$ cat src/rtl/ta_sync_pkg.sv
`default_nettype none
// ============================================================================
//  Module      : ta_sync_pkg
//  Description : Shared types and defaults for the capture-sync responder.
//                Holds the handshake state enumeration, the default burst,
//                settle and timeout constants, and the width helper used to
//                size the cap_len status port.
//  Revision    : 1.0 - initial release
// ============================================================================
package ta_sync_pkg;

    // Handshake states of the responder
    typedef enum logic [2:0] {
        S_INIT  = 3'd0,   // post-reset settle, syncr_rdy held low
        S_READY = 3'd1,   // idle, waiting for sync_trig
        S_ACK   = 3'd2,   // trigger acknowledged, waiting for sync_trig to drop
        S_CAP   = 3'd3,   // capturing samples into the buffer
        S_DONE  = 3'd4    // single-cycle completion / status publish
    } state_t;

    // Default configuration constants
    localparam int c_dw_def          = 16;
    localparam int c_aw_def          = 10;
    localparam int c_cap_len_def     = 1024;
    localparam int c_init_cyc_def    = 16;
    localparam int c_timeout_cyc_def = 4096;

    // cap_len must hold the value CAP_LEN itself, which can be 2**AW,
    // so it needs one bit more than the buffer address.
    function automatic int cap_len_width(input int aw);
        return aw + 1;
    endfunction

endpackage : ta_sync_pkg
`default_nettype wire

$ cat src/rtl/ta_cap_writer.sv
`default_nettype none
// ============================================================================
//  Module      : ta_cap_writer
//  Description : Capture datapath of the sync responder. Turns accepted
//                samples into buffer RAM writes with a fixed one-cycle
//                latency, counts written samples (saturating at CAP_LEN)
//                and tracks consecutive idle cycles for the abort timeout.
//
//  Ports       : clk50     in  system clock
//                rst       in  synchronous active-high reset
//                enable    in  capture window open (samples accepted)
//                clear     in  restart counters for a new burst
//                din_valid in  sample strobe
//                din       in  sample data [DW]
//                mem_we    out buffer write enable (registered)
//                mem_addr  out buffer write address [AW] (registered)
//                mem_wdata out buffer write data [DW] (registered)
//                full      out this cycle's accepted sample is the last one
//                timeout   out this idle cycle exceeds the idle allowance
//                count     out samples accepted so far in this burst [AW+1]
//  Revision    : 1.0 - initial release
// ============================================================================
module ta_cap_writer
    import ta_sync_pkg::*;
#(
    parameter int DW          = c_dw_def,
    parameter int AW          = c_aw_def,
    parameter int CAP_LEN     = c_cap_len_def,
    parameter int TIMEOUT_CYC = c_timeout_cyc_def
) (
    input  logic          clk50,
    input  logic          rst,
    input  logic          enable,
    input  logic          clear,
    input  logic          din_valid,
    input  logic [DW-1:0] din,
    output logic          mem_we,
    output logic [AW-1:0] mem_addr,
    output logic [DW-1:0] mem_wdata,
    output logic          full,
    output logic          timeout,
    output logic [AW:0]   count
);

    // Idle counter must be able to hold TIMEOUT_CYC itself
    localparam int c_to_w       = $clog2(TIMEOUT_CYC + 1);
    localparam int c_last_i     = CAP_LEN - 1;

    localparam logic [AW:0]       c_cap_len  = CAP_LEN[AW:0];
    localparam logic [AW:0]       c_last_idx = c_last_i[AW:0];
    localparam logic [c_to_w-1:0] c_to_lim   = TIMEOUT_CYC[c_to_w-1:0];

    logic [AW:0]       r_count;
    logic [c_to_w-1:0] r_to;
    logic              r_we;
    logic [AW-1:0]     r_addr;
    logic [DW-1:0]     r_wdata;

    logic              w_room;
    logic              w_accept;

    // Saturation guard: once CAP_LEN samples are in, nothing else is taken
    // even if enable were to linger, so the address can never wrap.
    assign w_room   = (r_count != c_cap_len);
    assign w_accept = enable && din_valid && w_room;

    // The FSM must leave capture on the same edge that accepts the final
    // sample, so that the last write lands in the done cycle; hence these
    // are combinational look-ahead flags rather than registered state.
    assign full     = w_accept && (r_count == c_last_idx);

    // The counter is allowed to sit at TIMEOUT_CYC; the abort fires only on
    // a further idle cycle, so a sample arriving on that cycle still wins.
    assign timeout  = enable && !din_valid && (r_to == c_to_lim);

    // Sample / idle counters
    always_ff @(posedge clk50) begin
        if (rst || clear) begin
            r_count <= '0;
            r_to    <= '0;
        end else if (enable) begin
            if (w_accept) begin
                r_count <= r_count + 1'b1;
                r_to    <= '0;
            end else if (!din_valid && (r_to != c_to_lim)) begin
                r_to    <= r_to + 1'b1;
            end
        end
    end

    // Write port registers: exactly one cycle of latency per accepted sample.
    // Address/data hold their last value between writes.
    always_ff @(posedge clk50) begin
        if (rst) begin
            r_we    <= 1'b0;
            r_addr  <= '0;
            r_wdata <= '0;
        end else begin
            r_we <= w_accept;
            if (w_accept) begin
                r_addr  <= r_count[AW-1:0];
                r_wdata <= din;
            end
        end
    end

    assign mem_we    = r_we;
    assign mem_addr  = r_addr;
    assign mem_wdata = r_wdata;
    assign count     = r_count;

endmodule : ta_cap_writer
`default_nettype wire

$ cat src/rtl/ta_sync_rsp.sv
`default_nettype none
// ============================================================================
//  Module      : ta_sync_rsp
//  Description : Responder end of the capture sync handshake. On a level
//                sync_trig it drops syncr_rdy, waits for the trigger to be
//                released, captures a burst of CAP_LEN samples into the
//                buffer RAM (aborting after TIMEOUT_CYC idle cycles), pulses
//                cap_done with the burst length and re-raises syncr_rdy.
//
//  Ports       : clk50     in  system clock, 50 MHz
//                rst       in  synchronous active-high reset
//                sync_trig in  trigger request (level)
//                syncr_rdy out 1 = idle/ready, 0 = busy
//                din_valid in  sample strobe
//                din       in  sample data [DW]
//                mem_we    out buffer write enable
//                mem_addr  out buffer write address [AW]
//                mem_wdata out buffer write data [DW]
//                cap_done  out one-cycle end-of-burst pulse
//                cap_len   out samples written in last burst [AW+1]
//                cap_err   out sticky: last burst ended by timeout
//  Revision    : 1.0 - initial release
// ============================================================================
module ta_sync_rsp
    import ta_sync_pkg::*;
#(
    parameter int DW          = c_dw_def,
    parameter int AW          = c_aw_def,
    parameter int CAP_LEN     = c_cap_len_def,
    parameter int INIT_CYC    = c_init_cyc_def,
    parameter int TIMEOUT_CYC = c_timeout_cyc_def
) (
    input  logic                         clk50,
    input  logic                         rst,
    input  logic                         sync_trig,
    output logic                         syncr_rdy,
    input  logic                         din_valid,
    input  logic [DW-1:0]                din,
    output logic                         mem_we,
    output logic [AW-1:0]                mem_addr,
    output logic [DW-1:0]                mem_wdata,
    output logic                         cap_done,
    output logic [cap_len_width(AW)-1:0] cap_len,
    output logic                         cap_err
);

    localparam int c_set_w      = (INIT_CYC > 1) ? $clog2(INIT_CYC) : 1;
    localparam int c_set_last_i = INIT_CYC - 1;
    localparam logic [c_set_w-1:0] c_set_last = c_set_last_i[c_set_w-1:0];

    state_t             r_state;
    state_t             w_state_nxt;
    logic [c_set_w-1:0] r_settle;
    logic               r_rdy;
    logic               r_cap_done;
    logic [AW:0]        r_cap_len;
    logic               r_cap_err;

    logic               w_trig_acc;
    logic               w_cap_en;
    logic               w_full;
    logic               w_timeout;
    logic [AW:0]        w_count;

    assign w_cap_en = (r_state == S_CAP);

    // ------------------------------------------------------------------
    // Capture datapath
    // ------------------------------------------------------------------
    ta_cap_writer #(
        .DW          (DW),
        .AW          (AW),
        .CAP_LEN     (CAP_LEN),
        .TIMEOUT_CYC (TIMEOUT_CYC)
    ) u_cap_writer (
        .clk50     (clk50),
        .rst       (rst),
        .enable    (w_cap_en),
        .clear     (w_trig_acc),
        .din_valid (din_valid),
        .din       (din),
        .mem_we    (mem_we),
        .mem_addr  (mem_addr),
        .mem_wdata (mem_wdata),
        .full      (w_full),
        .timeout   (w_timeout),
        .count     (w_count)
    );

    // ------------------------------------------------------------------
    // Handshake FSM: next-state logic
    // ------------------------------------------------------------------
    always_comb begin
        w_state_nxt = r_state;
        w_trig_acc  = 1'b0;
        case (r_state)
            S_INIT: begin
                if (r_settle == c_set_last) begin
                    w_state_nxt = S_READY;
                end
            end
            S_READY: begin
                // Level-sensitive: a trigger still high on entry is taken
                // immediately as a fresh request.
                if (sync_trig) begin
                    w_state_nxt = S_ACK;
                    w_trig_acc  = 1'b1;
                end
            end
            S_ACK: begin
                // No timeout here: the initiator owns the release.
                if (!sync_trig) begin
                    w_state_nxt = S_CAP;
                end
            end
            S_CAP: begin
                if (w_full || w_timeout) begin
                    w_state_nxt = S_DONE;
                end
            end
            S_DONE: begin
                w_state_nxt = S_READY;
            end
            default: begin
                w_state_nxt = S_INIT;
            end
        endcase
    end

    // ------------------------------------------------------------------
    // Handshake FSM: state and status registers
    // Outputs are registered from the next state so they line up exactly
    // with the state they describe.
    // ------------------------------------------------------------------
    always_ff @(posedge clk50) begin
        if (rst) begin
            r_state    <= S_INIT;
            r_settle   <= '0;
            r_rdy      <= 1'b0;
            r_cap_done <= 1'b0;
            r_cap_len  <= '0;
            r_cap_err  <= 1'b0;
        end else begin
            r_state    <= w_state_nxt;
            r_rdy      <= (w_state_nxt == S_READY);
            r_cap_done <= (w_state_nxt == S_DONE);

            if ((r_state == S_INIT) && (r_settle != c_set_last)) begin
                r_settle <= r_settle + 1'b1;
            end

            // The writer's count lags the final accepted sample by one
            // edge, so add it in here to publish the length in S_DONE.
            if (w_cap_en && (w_full || w_timeout)) begin
                r_cap_len <= w_full ? (w_count + 1'b1) : w_count;
            end

            if (w_trig_acc) begin
                r_cap_err <= 1'b0;
            end else if (w_timeout) begin
                r_cap_err <= 1'b1;
            end
        end
    end

    assign syncr_rdy = r_rdy;
    assign cap_done  = r_cap_done;
    assign cap_len   = r_cap_len;
    assign cap_err   = r_cap_err;

endmodule : ta_sync_rsp
`default_nettype wire

$ cat config.mk
export PLATFORM = sky130hd
export DESIGN_NAME = ta_sync_rsp
export DESIGN_NICKNAME = d
export VERILOG_FILES = /design/src/rtl/ta_sync_pkg.sv /design/src/rtl/ta_cap_writer.sv /design/src/rtl/ta_sync_rsp.sv
export SDC_FILE = /design/constraint.sdc
export NUM_CORES = 1
export LEC_CHECK = 0
export BUFFER_PORTS_ARGS = -buffer_cell sky130_fd_sc_hd__buf_2
export CAP_MARGIN = 20
export CORE_ASPECT_RATIO = 0.8
export CORE_MARGIN = 1.5
export CORE_UTILIZATION = 25
export DETAILED_ROUTE_END_ITERATION = 10
export GPL_TIMING_DRIVEN = 0
export PLACE_DENSITY = 0.54
export SLEW_MARGIN = 10
export SYNTH_ARGS = -nofsm -noshare
export SYNTH_HDL_FRONTEND = slang
export SYNTH_HIERARCHICAL = 1
export SYNTH_SLANG_ARGS = --single-unit
$ cat constraint.sdc
create_clock -name clk50 -period 2.95 [get_ports clk50]
set_input_delay 0.59 -clock clk50 [delete_from_list [all_inputs] [get_ports clk50]]
set_output_delay 0.59 -clock clk50 [all_outputs]
set_load 0.05 [all_outputs]
Word level (Yosys, flattened, before mapping)
Cells that the tools add are included.
{"block": "totals", "ff_bits": 72, "inputBits": 20, "out_inout_bits": 41, "elab_cells": 52}
{"block": "classes", "addsub": 3, "n_eq_ne": 12, "n_mux": 10, "n_reduce_logical": 16}
{"op": "$mux 13", "n": 2}
{"op": "$pmux 3 s5", "n": 1}
{"op": "$add 13x1->13 const B", "n": 1}
{"op": "$eq 13x13->1 const B", "n": 1}
{"op": "$ne 13x13->1 const B", "n": 1}
{"op": "$mux 3", "n": 4}
{"op": "$add 11x1->11 const B", "n": 1}
{"op": "$eq 11x10->1 const B", "n": 1}
{"op": "$mux 11", "n": 1}
{"op": "$ne 11x11->1 const B", "n": 1}
{"op": "$logic_and 1x1->1", "n": 8}
{"op": "$eq 3x1->1 const B", "n": 2}
{"op": "$eq 3x2->1 const B", "n": 2}
{"op": "$eq 3x3->1 const B", "n": 2}
{"op": "$add 4x1->4 const B", "n": 1}
{"op": "$eq 4x4->1 const B", "n": 1}
{"op": "$ne 4x4->1 const B", "n": 1}
{"op": "$reduce_and 2->1", "n": 2}
{"op": "$logic_not 3->1", "n": 1}
{"op": "$logic_or 1x1->1", "n": 2}
{"op": "$mux 1", "n": 2}
{"op": "$reduce_bool 2->1", "n": 1}
{"op": "$reduce_or 2->1", "n": 1}
{"op": "$logic_not 1->1", "n": 1}

Longest topological paths before layout
{"block": "depth", "depth_word": 8, "depth_mapped": 12, "ltp_nobuf": 9}

By module
Netlist, hierarchy kept.
{"mod": "ta_cap_writer", "instances": 1, "cells_each": 251, "area_each_um2": 2167.1, "seq_area_each_um2": 1021.0}
{"mod": "ta_sync_rsp", "instances": 1, "cells_each": 113, "area_each_um2": 1066.0, "seq_area_each_um2": 420.4}

Least setup slack after synthesis
OpenSTA, ideal clock, no wires.
{"block": "synth_timing", "path_kind": "reg2reg", "startpoint": "reg r_state[0]", "endpoint": "reg r_cap_len[10] (netlist: cap_len[10])", "setup_time_ps": 80, "arrival_time_ps": 2332, "required_time_ps": 2870, "slack_ps": 538, "stages_incl_launch_ff": 13, "path_buffers": 3, "synth_period_minus_slack_ps": 2412, "cell_sequence": "dfxtp_1 nand2_4 nor2_1 nand2_1 a31o_2 buf_2 nor3_1 buf_6 nor2_1 nor3_4 buf_6 nor2_1 a211oi_2"}
{"block": "synth_between", "elab_chain_cells": 6, "word_cells_on_any_way": 9, "cone_classes": "eq/ne (1); mux (1); reduce/logical (7)"}
{"item": "start: declaration", "line_no": "ta_sync_rsp.sv:51", "text": "state_t r_state;"}
{"item": "start signal: assignment", "line_no": "ta_sync_rsp.sv:144", "text": "r_state <= w_state_nxt;"}
{"item": "$eq 3x2->1 *", "line_no": "ta_sync_rsp.sv:65", "text": "assign w_cap_en = (r_state == S_CAP);"}
{"item": "via w_cap_en", "line_no": "ta_sync_rsp.sv:60", "text": "logic w_cap_en;"}
{"item": "$logic_and 1x1->1 * (2 in a row)", "line_no": "ta_cap_writer.sv:65", "text": "assign w_accept = enable && din_valid && w_room;"}
{"item": "$logic_and 1x1->1 *", "line_no": "ta_cap_writer.sv:70", "text": "assign full = w_accept && (r_count == c_last_idx);"}
{"item": "via w_full", "line_no": "ta_sync_rsp.sv:61", "text": "logic w_full;"}
{"item": "$logic_or 1x1->1", "line_no": "ta_sync_rsp.sv:154", "text": "if (w_cap_en && (w_full || w_timeout)) begin"}
{"item": "$logic_and 1x1->1", "line_no": "ta_sync_rsp.sv:154"}
{"item": "end signal: assignment", "line_no": "ta_sync_rsp.sv:155", "text": "r_cap_len <= w_full ? (w_count + 1'b1) : w_count;"}
{"item": "end: declaration", "line_no": "ta_sync_rsp.sv:56", "text": "logic [AW:0] r_cap_len;"}
The timed path passes the listed nets; every way through them passes the cells marked *.
A chain may end at the register's enable or synchronous reset.

Worst setup path after layout
{"block": "layout_timing", "startpoint": "reg u_cap_writer.r_count[1] (netlist: u_cap_writer/count[1])", "endpoint": "reg r_cap_len[3] (netlist: cap_len[3])"}
{"block": "layout_between", "elab_chain_cells": 5, "word_cells_on_any_way": 8, "cone_classes": "add/sub (1); eq/ne (2); mux (1); reduce/logical (4)"}
{"item": "start: declaration", "line_no": "ta_cap_writer.sv:53", "text": "logic [AW:0] r_count;"}
{"item": "start signal: assignment", "line_no": "ta_cap_writer.sv:83", "text": "r_count <= r_count + 1'b1;"}
{"item": "$ne 11x11->1", "line_no": "ta_cap_writer.sv:64", "text": "assign w_room = (r_count != c_cap_len);"}
{"item": "$logic_and 1x1->1", "line_no": "ta_cap_writer.sv:65"}
{"item": "$logic_and 1x1->1 *", "line_no": "ta_cap_writer.sv:70"}
{"item": "via w_full", "line_no": "ta_sync_rsp.sv:61"}
{"item": "$logic_or 1x1->1", "line_no": "ta_sync_rsp.sv:154"}
{"item": "$logic_and 1x1->1", "line_no": "ta_sync_rsp.sv:154"}
Marks and branches as above.

==> flow_summary.yaml <==
clocking:
  insertion_delay_ps: 330
  cts_sinks: 72
  postCtsResizedCells: 0
  cts_htree_levels: 3
  numCtsBuffers: 9
  cts_hold_buf: 0
  cts_tree: "yes"
  post-cts-setup-buffers: 0
  clockBufferDepth: 2
  cts-root-buf: "clkbuf_16"
  cts.clk_slew.worst_paths_ps: 60
drt:
  drtIter0Drc: 104
  via_per_inst: 4.52
  post-route-drc-count: 0
  avgRoutedWirePerCell_um: 12.3
  drtPass1Iterations: 4
  drt_wl_total_mm: 7.51
  antenna_left: 0
  vias: 2759
global_routing:
  antenna_found_initial: 0
  grt_pass1_wl_mm: 12.4
  gr-total-overflow: 0
  grt_pass1_vias: 2574
  grt_max_degree: 14
  grtUsageTotal: 0.115
setup_path:
  max_stage_delay_ps: 490
  r2r_start: "u_cap_writer/count[1]"
  crit_path_top_delay_cell: "dfxtp_1"
  cp.arrival_ps: 2890
  end_kind: "flop"
  startpoint_type: "flop"
  regToRegEndpoint: "cap_len[3]"
  critPathMaxFanout: 10
  crit_chain: "inv_1 > ha_1 > nor4b_4 > a31o_2 > buf_2 > nor3_1 > buf_6 > nor2_1 > nor3_4 > buf_6 > nor2_1 > a211oi_2"
  crit_required_ps: 3190
  crit_type: "reg -> reg"
  r2r_cells: 12
  r2r_slack_ps: 300
synth:
  synthFlopType: "dfxtp_1"
  synth_area_um2: 3230
  ys_async_sr_fraction: 0
  yosysWarnings: 6
  ys_seq_area_frac: 0.446
  syn_nets: 390
  avgSynthCellArea_um2: 8.88
  ys_ff_latch: 72
  syn_inst: 364
  synth-edff-count: 0
  yosys.cell_types.count: 51
final_layout:
  area_delta_synth_final_pct: 26.9
  final_cell_mix: "dfxtp_1 (71), nand2_1 (68), buf_2 (63)"
  layout_commonest_cell: "dfxtp_1"
  diodes: 0
  multiInputGateArea_um2: 1650
  register_area_um2: 1440
  final_layout_size_suffix_gt1_frac: 0.257
  fillers: 1321
  nets: 461
  fin_cells: 611
die:
  die_x_um: 130
  num_rows: 36
  dieArea_um2: 13600
  pin_count: 61
  start_util: 0.261
  design.core.area_um2: 12400
  die_height_um: 105
hold_path:
  hold_depth: 2
  min-delay-start: "u_cap_writer/mem_wdata[12]"
  min_path_type: "reg -> reg"
  min_to: "u_cap_writer/mem_wdata[12]"
place:
  place_inst: 595
  place_hpwl_mm: 5.47
  port_buffers: 60
  gp_congestion: 0.806
power_and_ir_drop:
  leakagePower_uw: 0.00157
  ir_drop_mv: 0.258
  powerDensity_nw_per_um2: 553
timing:
  drv_slew: 0
  fin_crit_sh: 0.897
  setup_tns_ps: 0
  finalHoldViolations: 0
  final-setup-viol-count: 0
  fmax_ghz: 0.378
  worstMarginPinSlew_ps: 635
  relSlewSlack: 0.576
  clock_skew_ps: 4.65
  rsz0062_at_grt: "no"
  finalCriticalPeriod_ps: 2650
outcome:
  outcome: "complete, no violations"
run:
  maxCapViolCount: 0
-- flip-flops by register name, summed over array words and instances, names as in the netlist --
name	cells
u_cap_writer/mem_wdata	16
u_cap_writer/r_to	13
cap_len	11
u_cap_writer/count	11
u_cap_writer/mem_addr	10
r_settle	4
r_state	3
cap_done	1
cap_err	1
syncr_rdy	1
u_cap_writer/mem_we	1
-- through the flow --
stage	instance area, um^2	util	hold slack, ps	total power [uW]	setup WS [ps]
floorplan	3230	-	449	1020	538
global placement	3750	0.303	441	1040	100
detailed placement	3750	0.303	445	1050	69.3
CTS	4090	0.330	453	2310	49.8
global route	4100	0.331	469	2340	25.4
finish	4100	0.331	450	2270	303
-- cell usage after synthesis, types with 2 or more instances --
cell type	count	area (um^2)
nand3_1	12	60.1
buf_6	7	78.8
nand2_1	68	255
xor2_1	19	166
inv_1	7	26.3
clkbuf_1	6	22.5
a211oi_2	9	113
nand4_1	9	56.3
nor2_1	43	161
and4_1	3	26.3
nor4_1	4	25.0
a31oi_1	2	12.5
a211oi_1	2	15.0
and4b_1	3	30.0
o32a_2	2	22.5
nor3_1	8	40.0
or3_1	2	12.5
nand2b_1	2	12.5
a21oi_1	32	160
ha_1	6	75.1
mux2i_1	2	20.0
dfxtp_1	72	1440
xnor2_1	11	96.3
and2_1	2	12.5
nor4b_1	2	17.5
nand3b_1	2	15.0
buf_2	3	15.0
-- layer usage --
layer | track usage | share of wire | vias up
li1 | - | - | 1403
met1 | 0.156 | 0.51 | 1302
met2 | 0.174 | 0.44 | 44
met3 | 0.0302 | 0.034 | 10
met4 | 0.0381 | 0.013 | 0
met5 | 0 | 0 | -
-- cells by family (layout without fill, tap and decap cells) --
| kind of cell | Yosys count | in the layout | share of synthesized area |
|---|---|---|---|
| XOR/XNOR | 30 | 30 | 0.0813 |
| adder cells (fa/ha/maj) | 6 | 6 | 0.0232 |
| buffers and inverters | 25 | 101 | 0.0476 |
| AO/OA/AOI/OAI | 55 | 55 | 0.121 |
| AND/OR/NAND/NOR | 174 | 174 | 0.275 |
| flip-flops | 72 | 72 | 0.446 |
| multiplexers | 2 | 2 | 0.00619 |
-- report_power, final --
| part | internal (uW) | leakage [uW] | switching, uW |
|---|---|---|---|
| combinational | 16.8 | 0.000828 | 28.4 |
| clock | 827 | 0.000166 | 419 |
| sequential | 976 | 0.000581 | 3.17 |
| total | 1820 | 0.00157 | 451 |
-- how the worst max path moves through the flow --
stage                                      from           to  slack (ps)
after global routing                 r_state[1]   cap_len[8]          30
after CTS                            r_state[1]   cap_len[7]          50
final                     u_cap_writer/count[1]   cap_len[3]         300
after floorplan                      r_state[0]  cap_len[10]         540
after detailed placement             r_state[0]   cap_len[7]          70
after global placement               r_state[1]   cap_len[9]         100
-- worst max-delay path: cells and delay by family, from the launching register on --
family / cells / cell delay [ps]
AND/OR/NAND/NOR: 5 / 780
buffers and inverters: 4 / 630
flip-flops: 1 / 490
AO/OA/AOI/OAI: 2 / 480
adder cells (fa/ha/maj): 1 / 190
-- area by class of cell --
class / count / area share
inverter: 7 / 0.00641
buffer: 18 / 0.0311
tap: 171 / 0.0522
clock inverter: 7 / 0.0293
timing repair buffer: 60 / 0.0732
clock buffer: 9 / 0.0549
sequential: 72 / 0.352
multi-input combinational: 267 / 0.401
(Power assumes the default switching activity.)
